[src/rtl/hbm_stat_collector_if.sv]
// Passive tap bundle for one HBM AXI3 pseudo-channel port.
// The traffic generator side drives it; the stat collector only observes it.
interface hbm_stat_collector_if #(
    parameter int ADDR_W = 33,
    parameter int LEN_W  = 4
);
    logic              awvalid;
    logic              awready;
    logic [ADDR_W-1:0] awaddr;
    logic [LEN_W-1:0]  awlen;
    logic              arvalid;
    logic              arready;
    logic [ADDR_W-1:0] araddr;
    logic              wvalid;
    logic              wready;
    logic              rvalid;
    logic              rready;
    logic [1:0]        rresp;
    logic              bvalid;
    logic              bready;
    logic [1:0]        bresp;

    modport master (
        output awvalid, awready, awaddr, awlen,
        output arvalid, arready, araddr,
        output wvalid, wready,
        output rvalid, rready, rresp,
        output bvalid, bready, bresp
    );

    modport slave (
        input awvalid, awready, awaddr, awlen,
        input arvalid, arready, araddr,
        input wvalid, wready,
        input rvalid, rready, rresp,
        input bvalid, bready, bresp
    );
endinterface

[src/rtl/hbm_stat_collector.sv]
// Passive HBM AXI3 port monitor: handshake counters, last addresses and run state.
// Counters only advance in RUN; pulses, address capture and outstanding tracking run always.
module hbm_stat_collector #(
    parameter int CNT_W   = 36,
    parameter int ADDR_W  = 33,
    parameter int LEN_W   = 4,
    parameter int PORT_ID = 0
) (
    input  logic               aclk,
    input  logic               aresetn,
    input  logic               start,
    input  logic               stop,
    input  logic               clear,
    hbm_stat_collector_if.slave tap,
    output logic               wnext,
    output logic               bokay,
    output logic               isread,
    output logic               iswrite,
    output logic [ADDR_W-1:0]  araddr_q,
    output logic [ADDR_W-1:0]  awaddr_q,
    output logic [LEN_W-1:0]   len,
    output logic [CNT_W-1:0]   count_wnext,
    output logic [CNT_W-1:0]   count_rokay,
    output logic [CNT_W-1:0]   count_bokay,
    output logic [CNT_W-1:0]   count_rerr,
    output logic [CNT_W-1:0]   count_berr,
    output logic [CNT_W-1:0]   count_cycles,
    output logic [7:0]         outstanding_wr,
    output logic [3:0]         state,
    output logic [4:0]         select_port,
    output logic               overflow,
    output logic               proto_err
);

    typedef enum logic [3:0] {
        IDLE = 4'd0,
        RUN  = 4'd1,
        HOLD = 4'd2
    } state_t;

    localparam int NCNT = 6;

    // Returns {saturation_hit, next_value}; hit means an event was lost at all-ones.
    function automatic logic [CNT_W:0] sat_inc(input logic [CNT_W-1:0] cnt, input logic inc);
        logic [CNT_W:0] res;
        if (!inc) begin
            res = {1'b0, cnt};
        end else if (&cnt) begin
            res = {1'b1, cnt};
        end else begin
            res = {1'b0, cnt + {{(CNT_W-1){1'b0}}, 1'b1}};
        end
        return res;
    endfunction

    logic [1:0]       rst_sync_r;
    logic             rst_n_s;
    state_t           state_r;
    logic [CNT_W-1:0] cnt_r   [NCNT];
    logic [CNT_W-1:0] nxt_s   [NCNT];
    logic [NCNT-1:0]  inc_s;
    logic [NCNT-1:0]  hit_s;
    logic [7:0]       ost_r;
    logic [7:0]       ost_nxt_s;
    logic             proto_hit_s;
    logic             overflow_r;
    logic             proto_err_r;
    logic             wnext_r, bokay_r, isread_r, iswrite_r;
    logic [ADDR_W-1:0] araddr_r, awaddr_r;
    logic [LEN_W-1:0] len_r;
    logic             aw_s, ar_s, w_s, r_s, b_s;

    assign aw_s = tap.awvalid & tap.awready;
    assign ar_s = tap.arvalid & tap.arready;
    assign w_s  = tap.wvalid  & tap.wready;
    assign r_s  = tap.rvalid  & tap.rready;
    assign b_s  = tap.bvalid  & tap.bready;

    // Reset assertion passes straight through; release is delayed by two aclk edges.
    always_ff @(posedge aclk or negedge aresetn) begin
        if (!aresetn) begin
            rst_sync_r <= 2'b00;
        end else begin
            rst_sync_r <= {rst_sync_r[0], 1'b1};
        end
    end

    assign rst_n_s = rst_sync_r[1];

    // Run-state FSM; stop dominates a coincident start.
    always_ff @(posedge aclk or negedge rst_n_s) begin
        if (!rst_n_s) begin
            state_r <= IDLE;
        end else begin
            case (state_r)
                IDLE:    state_r <= (start && !stop) ? RUN : IDLE;
                RUN:     state_r <= stop ? HOLD : RUN;
                HOLD:    state_r <= (start && !stop) ? RUN : HOLD;
                default: state_r <= IDLE;
            endcase
        end
    end

    // Counter increments and outstanding-write next state.
    always_comb begin
        inc_s       = {NCNT{1'b0}};
        hit_s       = {NCNT{1'b0}};
        ost_nxt_s   = ost_r;
        proto_hit_s = 1'b0;
        if (state_r == RUN) begin
            inc_s[0] = w_s;
            inc_s[1] = r_s & (tap.rresp == 2'b00);
            inc_s[2] = b_s & (tap.bresp == 2'b00);
            inc_s[3] = r_s & (tap.rresp != 2'b00);
            inc_s[4] = b_s & (tap.bresp != 2'b00);
            inc_s[5] = 1'b1;
        end else begin
            inc_s = {NCNT{1'b0}};
        end
        for (int i = 0; i < NCNT; i++) begin
            {hit_s[i], nxt_s[i]} = sat_inc(cnt_r[i], inc_s[i]);
        end
        case ({aw_s, b_s})
            2'b10: begin
                if (ost_r != 8'hFF) begin
                    ost_nxt_s = ost_r + 8'd1;
                end else begin
                    ost_nxt_s = ost_r;
                end
            end
            2'b01: begin
                if (ost_r != 8'h00) begin
                    ost_nxt_s = ost_r - 8'd1;
                end else begin
                    proto_hit_s = 1'b1;
                end
            end
            default: ost_nxt_s = ost_r;
        endcase
    end

    // Counters, outstanding count and sticky flags; clear beats any same-cycle update.
    always_ff @(posedge aclk or negedge rst_n_s) begin
        if (!rst_n_s) begin
            for (int i = 0; i < NCNT; i++) begin
                cnt_r[i] <= {CNT_W{1'b0}};
            end
            ost_r       <= 8'd0;
            overflow_r  <= 1'b0;
            proto_err_r <= 1'b0;
        end else if (clear) begin
            for (int i = 0; i < NCNT; i++) begin
                cnt_r[i] <= {CNT_W{1'b0}};
            end
            ost_r       <= 8'd0;
            overflow_r  <= 1'b0;
            proto_err_r <= 1'b0;
        end else begin
            for (int i = 0; i < NCNT; i++) begin
                cnt_r[i] <= nxt_s[i];
            end
            ost_r       <= ost_nxt_s;
            overflow_r  <= overflow_r | (|hit_s);
            proto_err_r <= proto_err_r | proto_hit_s;
        end
    end

    // Handshake pulses and last-accepted address capture, independent of run state.
    always_ff @(posedge aclk or negedge rst_n_s) begin
        if (!rst_n_s) begin
            wnext_r   <= 1'b0;
            bokay_r   <= 1'b0;
            isread_r  <= 1'b0;
            iswrite_r <= 1'b0;
            araddr_r  <= {ADDR_W{1'b0}};
            awaddr_r  <= {ADDR_W{1'b0}};
            len_r     <= {LEN_W{1'b0}};
        end else begin
            wnext_r   <= w_s;
            bokay_r   <= b_s & (tap.bresp == 2'b00);
            isread_r  <= ar_s;
            iswrite_r <= aw_s;
            araddr_r  <= ar_s ? tap.araddr : araddr_r;
            awaddr_r  <= aw_s ? tap.awaddr : awaddr_r;
            len_r     <= aw_s ? tap.awlen  : len_r;
        end
    end

    assign wnext          = wnext_r;
    assign bokay          = bokay_r;
    assign isread         = isread_r;
    assign iswrite        = iswrite_r;
    assign araddr_q       = araddr_r;
    assign awaddr_q       = awaddr_r;
    assign len            = len_r;
    assign count_wnext    = cnt_r[0];
    assign count_rokay    = cnt_r[1];
    assign count_bokay    = cnt_r[2];
    assign count_rerr     = cnt_r[3];
    assign count_berr     = cnt_r[4];
    assign count_cycles   = cnt_r[5];
    assign outstanding_wr = ost_r;
    assign state          = state_r;
    assign select_port    = 5'(PORT_ID);
    assign overflow       = overflow_r;
    assign proto_err      = proto_err_r;

endmodule

[src/flat_wrapper.sv]
// flat-port wrapper written by rule: the top's interface ports become plain ports
module hbm_stat_collector_flat 
#(
    parameter int CNT_W   = 36,
    parameter int ADDR_W  = 33,
    parameter int LEN_W   = 4,
    parameter int PORT_ID = 0
)
  (aclk, aresetn, start, stop, clear, wnext, bokay, isread, iswrite, araddr_q, awaddr_q, len, count_wnext, count_rokay, count_bokay, count_rerr, count_berr, count_cycles, outstanding_wr, state, select_port, overflow, proto_err, tap_awvalid, tap_awready, tap_awaddr, tap_awlen, tap_arvalid, tap_arready, tap_araddr, tap_wvalid, tap_wready, tap_rvalid, tap_rready, tap_rresp, tap_bvalid, tap_bready, tap_bresp);
  hbm_stat_collector_if #(.ADDR_W(ADDR_W), .LEN_W(LEN_W)) tap_i ();
  input  logic aclk;
  input  logic aresetn;
  input  logic start;
  input  logic stop;
  input  logic clear;
  output logic wnext;
  output logic bokay;
  output logic isread;
  output logic iswrite;
  output logic [ADDR_W-1:0] araddr_q;
  output logic [ADDR_W-1:0] awaddr_q;
  output logic [LEN_W-1:0] len;
  output logic [CNT_W-1:0] count_wnext;
  output logic [CNT_W-1:0] count_rokay;
  output logic [CNT_W-1:0] count_bokay;
  output logic [CNT_W-1:0] count_rerr;
  output logic [CNT_W-1:0] count_berr;
  output logic [CNT_W-1:0] count_cycles;
  output logic [7:0] outstanding_wr;
  output logic [3:0] state;
  output logic [4:0] select_port;
  output logic overflow;
  output logic proto_err;
  input wire logic [$bits(tap_i.awvalid)-1:0] tap_awvalid;
  input wire logic [$bits(tap_i.awready)-1:0] tap_awready;
  input wire logic [$bits(tap_i.awaddr)-1:0] tap_awaddr;
  input wire logic [$bits(tap_i.awlen)-1:0] tap_awlen;
  input wire logic [$bits(tap_i.arvalid)-1:0] tap_arvalid;
  input wire logic [$bits(tap_i.arready)-1:0] tap_arready;
  input wire logic [$bits(tap_i.araddr)-1:0] tap_araddr;
  input wire logic [$bits(tap_i.wvalid)-1:0] tap_wvalid;
  input wire logic [$bits(tap_i.wready)-1:0] tap_wready;
  input wire logic [$bits(tap_i.rvalid)-1:0] tap_rvalid;
  input wire logic [$bits(tap_i.rready)-1:0] tap_rready;
  input wire logic [$bits(tap_i.rresp)-1:0] tap_rresp;
  input wire logic [$bits(tap_i.bvalid)-1:0] tap_bvalid;
  input wire logic [$bits(tap_i.bready)-1:0] tap_bready;
  input wire logic [$bits(tap_i.bresp)-1:0] tap_bresp;
  assign tap_i.awvalid = tap_awvalid;
  assign tap_i.awready = tap_awready;
  assign tap_i.awaddr = tap_awaddr;
  assign tap_i.awlen = tap_awlen;
  assign tap_i.arvalid = tap_arvalid;
  assign tap_i.arready = tap_arready;
  assign tap_i.araddr = tap_araddr;
  assign tap_i.wvalid = tap_wvalid;
  assign tap_i.wready = tap_wready;
  assign tap_i.rvalid = tap_rvalid;
  assign tap_i.rready = tap_rready;
  assign tap_i.rresp = tap_rresp;
  assign tap_i.bvalid = tap_bvalid;
  assign tap_i.bready = tap_bready;
  assign tap_i.bresp = tap_bresp;
  hbm_stat_collector #(.CNT_W(CNT_W), .ADDR_W(ADDR_W), .LEN_W(LEN_W), .PORT_ID(PORT_ID)) u_core (.aclk(aclk), .aresetn(aresetn), .start(start), .stop(stop), .clear(clear), .tap(tap_i), .wnext(wnext), .bokay(bokay), .isread(isread), .iswrite(iswrite), .araddr_q(araddr_q), .awaddr_q(awaddr_q), .len(len), .count_wnext(count_wnext), .count_rokay(count_rokay), .count_bokay(count_bokay), .count_rerr(count_rerr), .count_berr(count_berr), .count_cycles(count_cycles), .outstanding_wr(outstanding_wr), .state(state), .select_port(select_port), .overflow(overflow), .proto_err(proto_err));
endmodule
[config.mk]
export PLATFORM = sky130hd
export DESIGN_NAME = hbm_stat_collector_flat
export DESIGN_NICKNAME = d
export VERILOG_FILES = /design/src/rtl/hbm_stat_collector_if.sv /design/src/rtl/hbm_stat_collector.sv /design/src/flat_wrapper.sv
export SDC_FILE = /design/constraint.sdc
export NUM_CORES = 1
export LEC_CHECK = 0
export ABC_AREA = 1
export CORE_AREA = 2 2 231 233
export CTS_CLUSTER_DIAMETER = 80
export CTS_CLUSTER_SIZE = 30
export DETAILED_ROUTE_END_ITERATION = 12
export DIE_AREA = 0 0 233 235
export GPL_ROUTABILITY_DRIVEN = 0
export PLACE_DENSITY = 0.58
export SYNTH_ARGS = -nofsm -noshare
export SYNTH_HDL_FRONTEND = slang
export SYNTH_SLANG_ARGS = --single-unit
[constraint.sdc]
create_clock -name aclk -period 23.9 [get_ports aclk]
set_input_delay 3.585 -clock aclk [delete_from_list [all_inputs] [get_ports aclk]]
set_output_delay 3.585 -clock aclk [all_outputs]
set_load 0.005 [all_outputs]
==> results.ini <==
[finish]
seq_area_um2 = 7610
post-route-util_pct = 45.3
area_growth_pct = 30.6
final_common_cell = nand2_1
fin_nets = 3126
fin_area_um2 = 23700
fillers = 5321
final_cell_mix = 920 x nand2_1, 481 x nor2_1, 390 x clkdlybuf4s50_1, 303 x dfrtp_1, 239 x inv_1
diodes = 0
drive_gt1_share_pct = 4.43
multiInputGateArea_um2 = 9200

[clocking]
clk_pin_slew_ns = 0.09
root_buffer = clkbuf_16
cts_sinks = 304
ctsResizeCount = 0
worst_skew_pair.late_latency_ns = 0.59
cts_tree = built
cts_hold_buf = 0
cts.htree.levels = 1
cts_setup_buffers = 0
cts_buffers = 27
clk_path_buf_depth = 3

[worst_setup_path]
r2r-start = u_core.count_wnext[0]
crit_buf_inv = 4
end_kind = flip-flop
cp-start-kind = primary input
critPathKind = in2reg
worstPathCellList = clkdlybuf4s50_1 -> nand2_1 -> inv_1 -> buf_4 -> nor2_1 -> ha_1 -> nand2_1 -> inv_1 -> o21ai_0 -> nand2_1 -> nand2_1 -> nand2_1 -> nand2_1 -> nand3_1 -> nand3_1 -> nand2_1
critPathLaunch = tap_awready
critPathRequiredTime_ns = 24.38
slowest_delay_ns = 0.90
slowest_stage = nand2_1
cp_top_family = simple AND/OR/NAND/NOR gates
worstPathMaxFanout = 41
crit_top_cell = nand2_1
arrival_ns = 7.17

[global_routing]
met3_usage_pct = 5.30
antenna_found_initial = 0
grt_pass1_vias = 18000
gr-total-overflow = 0
busiest_layer = met2
gr-usage-all-layers_pct = 21.9
use_met2_pct = 36.8
grt_use_met1_pct = 28.2
grt_start_max_net_pins = 97
grt_pass1_wl_um = 97700

[power]
leakage_nw = 10.1
ir_drop_uv = 53.7
p_per_area_nw_per_um2 = 50.1

[floorplan]
ios = 398
fp.dieArea_um2 = 54800
start_util_pct = 34.7
core_um2 = 52200
die_height_um = 235
num_rows = 84
fp.dieW_um = 233

[synthesis]
yosysUniqueCellTypes = 46
synth_ff_type = dfrtp_1
synthArstFlopShare_pct = 100
synth_largest_area_cell = dfrtp_1
syn_inst = 2657
synth_edf_count = 0
synth_top_area_share_pct = 42.0
synthTopCellsByArea = dfrtp_1 42%, nand2_1 19%, nor2_1 10%
seq_area_frac_synth_pct = 42.0
synth-seq-cells = 304
synth_area_um2 = 18100
syn_area_per_cell_um2 = 6.82
yosysWarnings = 0

[routing]
drt-pass1-iter-count = 6
vias = 18600
initialDrtViolationCount = 1376
via_per_inst = 4.99
wl_per_cell_um = 16.4
antenna_left = 0
drcViolationCount = 0
drt_wl_total_um = 61100

[placed_design]
port_buffers = 390
placed_area_um2 = 22600
place_ws_ns = 16.61
dpl.hpwl_um = 45200

[sta]
hold_viol_final = 0
fmaxAchievable_mhz = 150
worst_slew_pin_slew_ns = 1.23
tns_ns = 0
rsz0062_at_grt = no
whs_ns = 0.367
slew_violations = 0
timing.final.crit_share_pct = 28.0
worst_slack_ns = 17.22
finalSetupViolCount = 0
period_minus_slack_ns = 6.68
slew_headroom_pct = 17.6
skew_ns = 0.0227

[status]
outcome = complete, no violations

[flow_run]
maxCapViolCount = 0

[min_path]
holdCritPathClass = reg2reg
min_from = u_core.rst_sync_r[0]

## layer usage
layer / vias to the layer above / part of all wire [%]
met1: 8785 / 43
met2: 591 / 47
met4: 0 / 2.1
met3: 88 / 8.0
li1: 9169 / -
met5: - / 0
## synth_stat cells (13+ instances only)
| cell type | instances |
|---|---|
| o21ai_0 | 117 |
| a21oi_1 | 16 |
| nor3_1 | 78 |
| nor3b_1 | 39 |
| xor2_1 | 28 |
| inv_2 | 13 |
| nand2_1 | 920 |
| clkbuf_1 | 32 |
| nand4_1 | 104 |
| nor2_1 | 481 |
| inv_1 | 239 |
| o21ai_2 | 20 |
| nand3_1 | 122 |
| dfrtp_1 | 304 |
## sequential cells by signal, indices dropped and copies added, names as in the netlist
signal,cells
u_core.count_cycles,36
u_core.count_bokay,36
u_core.overflow,1
u_core.count_wnext,36
u_core.state,2
u_core.proto_err,1
u_core.outstanding_wr,8
u_core.rst_sync_r,2
u_core.count_rokay,36
u_core.len,4
u_core.isread,1
u_core.count_rerr,36
u_core.iswrite,1
u_core.wnext,1
u_core.araddr_q,33
u_core.count_berr,36
u_core.bokay,1
u_core.awaddr_q,33
## power by group
part	switching (W)	leakage, nW	internal, W
Clock	0.000268	0.492	0.000238
Combinational	0.0000663	5.46	0.0000611
Sequential	0.0000185	4.12	0.000533
## metrics by stage
step,total power (W),std cells
6_report,0.00119,3733
5_1_grt,0.00124,3733
4_1_cts,0.00121,3733
3_5_place_dp,0.000690,3683
3_3_place_gp,0.000689,3683
2_1_floorplan,0.000613,2663
## final timing paths
check | depth (start not counted) | to | slack (ns)
worst max register to register | 10 | u_core.count_wnext[3] | 20.74
max in group asynchronous | 1 | u_core.rst_sync_r[1] | 20.60
min in group asynchronous | 0 | u_core.count_wnext[13] | 0.39
worst max-delay path | 16 | u_core.outstanding_wr[6] | 17.22
worst min-delay path | 0 | u_core.rst_sync_r[1] | 0.37
worst min register to register | 0 | u_core.rst_sync_r[1] | 0.37
## layout make-up
cell class,instances,share of cell area [%]
Multi-Input combinational cell,2033,38.9
Sequential cell,304,32.2
Timing Repair Buffer,401,16.9
Inverter,257,4.11
Tap cell,688,3.64
Clock buffer,28,2.91
Clock inverter,22,1.43
## worst register-to-register path: stages, from the launching register on
cell and delay [ns]:
dfrtp_1 0.49, ha_1 0.30, nand2_1 0.15, nor2_4 0.24, nand2_4 0.12, nor2_4 0.15
nand4_1 0.13, nor2_1 0.85, inv_1 0.34, nand4_1 0.17, o21ai_0 0.09
## kinds of logic (layout without fill, tap and decap cells)
family	after synthesis	in the layout	synth area share, %
flops	304	304	42.0
other cells	2	8	0.0415
xor+xnor	35	35	1.69
simple gates	1801	1801	42.5
fa+ha+maj	13	13	0.939
compound gates	176	176	5.52
buf+inv	326	708	7.35
(Power assumes the default switching activity.)
==> patch 1: new RTL, same flow settings <==
`LEN_W` is set to 4 in 3 places; all go to 8.
--- a/src/rtl/hbm_stat_collector_if.sv
+++ b/src/rtl/hbm_stat_collector_if.sv
@@ -4,3 +4,3 @@
     parameter int ADDR_W = 33,
-    parameter int LEN_W  = 4
+    parameter int LEN_W  = 8
 );
--- a/src/rtl/hbm_stat_collector.sv
+++ b/src/rtl/hbm_stat_collector.sv
@@ -5,3 +5,3 @@
     parameter int ADDR_W  = 33,
-    parameter int LEN_W   = 4,
+    parameter int LEN_W   = 8,
     parameter int PORT_ID = 0
--- a/src/flat_wrapper.sv
+++ b/src/flat_wrapper.sv
@@ -5,3 +5,3 @@
     parameter int ADDR_W  = 33,
-    parameter int LEN_W   = 4,
+    parameter int LEN_W   = 8,
     parameter int PORT_ID = 0
Ports: changed (resized len and tap_awlen); port bits go from 398 to 406. The function was not compared with the original's and may differ.
==> patch 1 against the original RTL <==
Sequential cell count grew 4. Routed wire length grew 2.5%. Final area grew 0.44%. Highest routed layer unchanged. Critical path type unchanged. Worst setup slack gained 270 ps. Total power is essentially flat. Sequential share of layout area grew 0.28 points. Critical path depth shrank 3. Cell count shrank 0.40%. First-iteration DRC count shrank 5.6%. Area after synthesis grew 0.73%. Worst hold slack gained 18 ps.
==> patch 1: results (changes against the original RTL) <==
stage,metric,value,unit,change
worst_setup_path,critical_path.slowest_cell,nor2_1,,
logic_synthesis,async_reset_ff_frac,1.000,,unchanged
place,placed_area,0.02279,mm²,+0.72%
route,routedWlPerCell,16.83,µm,+2.9%
final_layout,drive_gt1_frac,0.04587,,+0.001540
global_route,grt_usage,0.2242,,+0.005030
final_layout,final_nets,3118,,-0.26%
route,dr.pass1.iters,6,,unchanged
global_route,grt_pass1_wl,99090,µm,+1.4%
place,port_buffers,398,,+2.1%
clock_tree,cts_buffer_depth,3,,unchanged
sta,max_freq,156.0,MHz,+4.3%
worst_setup_path,cp_top_family,buffers and inverters,,
place,dp_slack,16960,ps,+349.1 ps
worst_setup_path,worst_setup_path_start_kind,input pin,,
worst_setup_path,reg2reg_depth,11,,+1
clock_tree,cts_root_buf,clkbuf_16,,
logic_synthesis,ys_seq_area_frac,0.4224,,+0.002462
worst_setup_path,cp-startpoint,tap_awvalid,,
worst_setup_path,crit-reg2reg-launch,u_core.count_wnext[0],,
global_route,antenna_found_initial,0,,unchanged
logic_synthesis,synth_area_leaders,"dfrtp_1, nand2_1, nor2_1, inv_1, nand4_1",,
clock_tree,cts_setup_buffers,0,,unchanged
clock_tree,cts_resized,0,,unchanged
sta,slew_headroom,0.3154,,+0.1397
status,status,"finished, final reports clean",,
global_route,grt_max_degree,92,,-5.2%
sta,fin_skew,38.92,ps,+16.24 ps
clock_tree,clkLatencyLatePin,580,ps,
hold_path,min_path_type,reg2reg,,
place,placed_cells,3673,,-0.27%
worst_setup_path,max_stage_delay,640,ps,-260 ps
worst_setup_path,endpoint,u_core.outstanding_wr[7],,
place,place_hpwl,46600,µm,+3.1%
worst_setup_path,cp_max_fo,45,,+9.8%
power_and_ir_drop,p_leak,10.11,nW,+0.37%
logic_synthesis,netlist_instances,2644,,-0.49%
route,vias,18650,,+0.086%
global_route,grt_pass1_vias,17850,,-0.88%
route,drt_iter0_drc,1299,,-5.6%
logic_synthesis,synth_top_flop_cell,dfrtp_1,,
power_and_ir_drop,ir_drop,44.20,µV,-18%
worst_setup_path,critPathArrivalTime,6880,ps,-290 ps
logic_synthesis,yosys_warnings,0,,unchanged
clock_tree,cts.clk_slew.worst_paths,110,ps,+20 ps
logic_synthesis,netlist_top_cells_count,"nand2_1, nor2_1, dfrtp_1",,
worst_setup_path,reg2reg_setup_slack,20730,ps,about the same
clock_tree,cts_htree_levels,1,,unchanged
route,viasPerCell,5.016,,+0.49%
clock_tree,numCtsBuffers,25,,-7.4%
worst_setup_path,r2r_end,u_core.count_wnext[24],,
final_layout,diodes,0,,unchanged
logic_synthesis,synth_cell_types,46,,unchanged
==> patch 1: cell types whose count changed after synthesis, sizes merged, moves of 4 or more <==
cell and delta:
o21ai +10, clkbuf +8, dfrtp +4, nand3b -4, nand4 +14, xor2 +9
a21oi +6, or2 +4, nor2 -45, nand3 -14
==> patch 1: layer usage <==
layer,global-route usage,part of all wire
met1,0.2992,0.44
met4,0.04845,0.016
met5,0,0
met2,0.3700,0.47
met3,0.05061,0.077
==> patch 1: cell type report <==
type	instances	area (µm²)
Tap cell	688	860.8
Clock inverter	20	345.3
Sequential cell	308	7711
Inverter	257	969.7
Fill cell	5255	28470
Timing Repair Buffer	409	4061
Multi-Input combinational cell	2011	9188
Clock buffer	25	625.6
==> patch 1: cells by family after synthesis <==
family,share of synthesized area
xor+xnor,0.02160
simple gates,0.4156
flops,0.4224
buf+inv,0.07523
compound gates,0.05534
fa+ha+maj,0.009326
other cells,0.0004116
==> patch 1: worst min path at each step <==
stage	slack, ps	cells after the start	start	to
floorplan	330	0	u_core.rst_sync_r[0]	u_core.rst_sync_r[1]
global placement	340	0	u_core.rst_sync_r[0]	u_core.rst_sync_r[1]
detailed placement	340	0	u_core.rst_sync_r[0]	u_core.rst_sync_r[1]
CTS	390	0	u_core.rst_sync_r[0]	u_core.rst_sync_r[1]
global route	390	0	u_core.rst_sync_r[0]	u_core.rst_sync_r[1]
finish	380	0	u_core.rst_sync_r[0]	u_core.rst_sync_r[1]
==> patch 1: power by group <==
group / leakage [nW] / internal (mW) / total [mW] / switching (mW)
logic: 5.48 / 0.0646 / 0.133 / 0.0683
clock network: 0.465 / 0.237 / 0.492 / 0.255
registers: 4.17 / 0.541 / 0.560 / 0.0191
==> patch 2: new RTL, config.mk and constraints unchanged <==
Made on the original files. Register the output `count_berr`, with the module's reset; this adds one clock of latency there. The other outputs are not delayed to match.
--- a/src/rtl/hbm_stat_collector.sv
+++ b/src/rtl/hbm_stat_collector.sv
@@ -199,3 +199,9 @@
     assign count_rerr     = cnt_r[3];
-    assign count_berr     = cnt_r[4];
+    always_ff @(posedge aclk or negedge aresetn) begin
+        if (!aresetn) begin
+            count_berr <= '0;
+        end else begin
+            count_berr <= cnt_r[4];
+        end
+    end
     assign count_cycles   = cnt_r[5];
Formal check against the unedited RTL: same outputs for any inputs over 4 cycles, from zero or initial values and one cycle with aresetn low; that may be too few to reach the edited logic, so the function may still have changed.
==> patch 2 against the original RTL <==
Worst setup slack improved by 560 ps. Final area rose by 3.5%. Routed wire length shrank 1.5%. Total power is 9.7% higher. Sequential share of layout area grew 2.6 points. Die area unchanged. Sequential power grew 11%. Register-to-register slack got worse by 150 ps. Sequential cell count is 36 higher. Fmax increased by 9.1%. Synthesized cell count increased by 7.6%. Non-clock buffer count is 2 higher. Area after synthesis up 12%. Critical path type unchanged. Largest power group unchanged. Highest routed layer unchanged.
==> patch 2: results (changes against the original RTL) <==
stage,metric,value,unit,change
status,status,"finished, final reports clean",,
place,port_buffers,390,,unchanged
logic_synthesis,synth_cell_types,43,,-6.5%
clock_tree,cts_htree_levels,1,,unchanged
place,place_hpwl,44450,µm,-1.7%
global_route,grt_max_degree,94,,-3.1%
worst_setup_path,cp_top_family,buffers and inverters,,
route,drt_iter0_drc,1428,,+3.8%
place,dp_slack,17160,ps,+555.1 ps
route,dr.pass1.iters,5,,-1
global_route,grt_pass1_vias,17900,,-0.57%
clock_tree,numCtsBuffers,31,,+15%
clock_tree,postCtsHoldBufs,0,,unchanged
power_and_ir_drop,p_leak,10.60,nW,+5.2%
clock_tree,cts.clk_slew.worst_paths,110,ps,+20 ps
power_and_ir_drop,power.switching,367.4,µW,+4.1%
logic_synthesis,synth_area_leaders,"dfrtp_1, nand2_1, nor2_1, buf_4, inv_1",,
route,viasPerCell,4.984,,-0.15%
logic_synthesis,async_reset_ff_frac,1.000,,unchanged
route,drt-total-wl,60170,µm,-1.5%
final_layout,nFillCells,5272,,-0.92%
final_layout,diodes,0,,unchanged
worst_setup_path,max_stage_delay,610,ps,-290 ps
global_route,grt_pass1_wl,96490,µm,-1.3%
clock_tree,cts_root_buf,clkbuf_16,,
logic_synthesis,ys_seq_area_frac,0.4208,,+0.0008416
power_and_ir_drop,ir_drop,51.49,µV,-4.1%
final_layout,drive_gt1_frac,0.04169,,-0.002641
hold_path,min_path_type,reg2reg,,
job,cap_violations,0,,unchanged
global_route,antenna_found_initial,0,,unchanged
logic_synthesis,yosys_warnings,0,,unchanged
global_route,grt_usage,0.2168,,-0.002376
clock_tree,cts_resized,0,,unchanged
sta,fin_skew,41.17,ps,+18.49 ps
sta,slew_headroom,0.3115,,+0.1357
worst_setup_path,cp_max_fo,39,,-4.9%
logic_synthesis,netlist_top_cells_count,"nand2_1, nor2_1, dfrtp_1",,
clock_tree,cts_setup_buffers,0,,unchanged
worst_setup_path,critical_path.slowest_cell,nor2_1,,
final_layout,final_nets,3147,,+0.67%
logic_synthesis,synth_top_flop_cell,dfrtp_1,,
clock_tree,clkLatencyLatePin,630,ps,+40 ps
clock_tree,cts_buffer_depth,3,,unchanged
-- patch 2: stage by stage --
step	power, mW	cell area (µm²)	std cells
after floorplan	0.6770	20240	2864
after global placement	0.7531	23350	3700
after detailed placement	0.7546	23350	3700
after CTS	1.324	24480	3758
after global routing	1.358	24480	3758
final	1.301	24480	3758
-- patch 2: final cells by class --
| class | instances | area share |
|---|---|---|
| Tap cell | 688 | 0.03516 |
| Timing Repair Buffer | 403 | 0.1632 |
| Sequential cell | 340 | 0.3477 |
| Multi-Input combinational cell | 2001 | 0.3662 |
| Inverter | 268 | 0.04129 |
| Clock inverter | 24 | 0.01344 |
| Clock buffer | 34 | 0.03296 |
-- patch 2: path summary, 6_finish.rpt --
kind | start | cells after the start | slack [ps] | to
setup / recovery | tap_awvalid | 14 | 17770 | u_core.outstanding_wr[7]
min in group asynchronous | u_core.rst_sync_r[1] | 0 | 370 | u_core.proto_err
hold / removal | u_core.rst_sync_r[0] | 0 | 350 | u_core.rst_sync_r[1]
hold reg to reg | u_core.rst_sync_r[0] | 0 | 350 | u_core.rst_sync_r[1]
max in group asynchronous | aresetn | 1 | 20260 | u_core.rst_sync_r[1]
setup reg to reg | u_core.state[1] | 9 | 20590 | u_core.count_wnext[0]
-- patch 2: power groups by stage --
stage	registers (mW)	clock network, mW	logic [mW]
2_1_floorplan	0.628	0	0.0494
3_3_place_gp	0.623	0	0.130
3_5_place_dp	0.623	0	0.132
4_1_cts	0.613	0.579	0.132
5_1_grt	0.616	0.599	0.143
6_report	0.612	0.559	0.129
-- patch 2: logic make-up after synthesis --
logic type,count (synthesis),synth area share
AND/OR/NAND/NOR,1768,0.3724
buffers and inverters,523,0.1368
flip-flops,340,0.4208
AO/OA/AOI/OAI,179,0.04691
XOR/XNOR,33,0.01430
adder cells (fa/ha/maj),13,0.008416
other,2,0.0003714
-- patch 2: worst register-to-register path, cell delays in order, from the launching register on --
cell and delay [ps]:
dfrtp_1 420, nor2_4 110, buf_4 260, inv_2 290, nor2_4 430, nand2_1 670, nand2_1 570, inv_1 250
nand2_1 120, o21ai_0 90
-- patch 2: per-layer routing --
metal  vias to the layer above  track usage  wire (µm)
li1                       9234            -          -
met1                      8844       0.2992      27020
met2                       587       0.3499      27340
met3                        64      0.05000       4964
met4                         0      0.03880        842
met5                         -            0          0
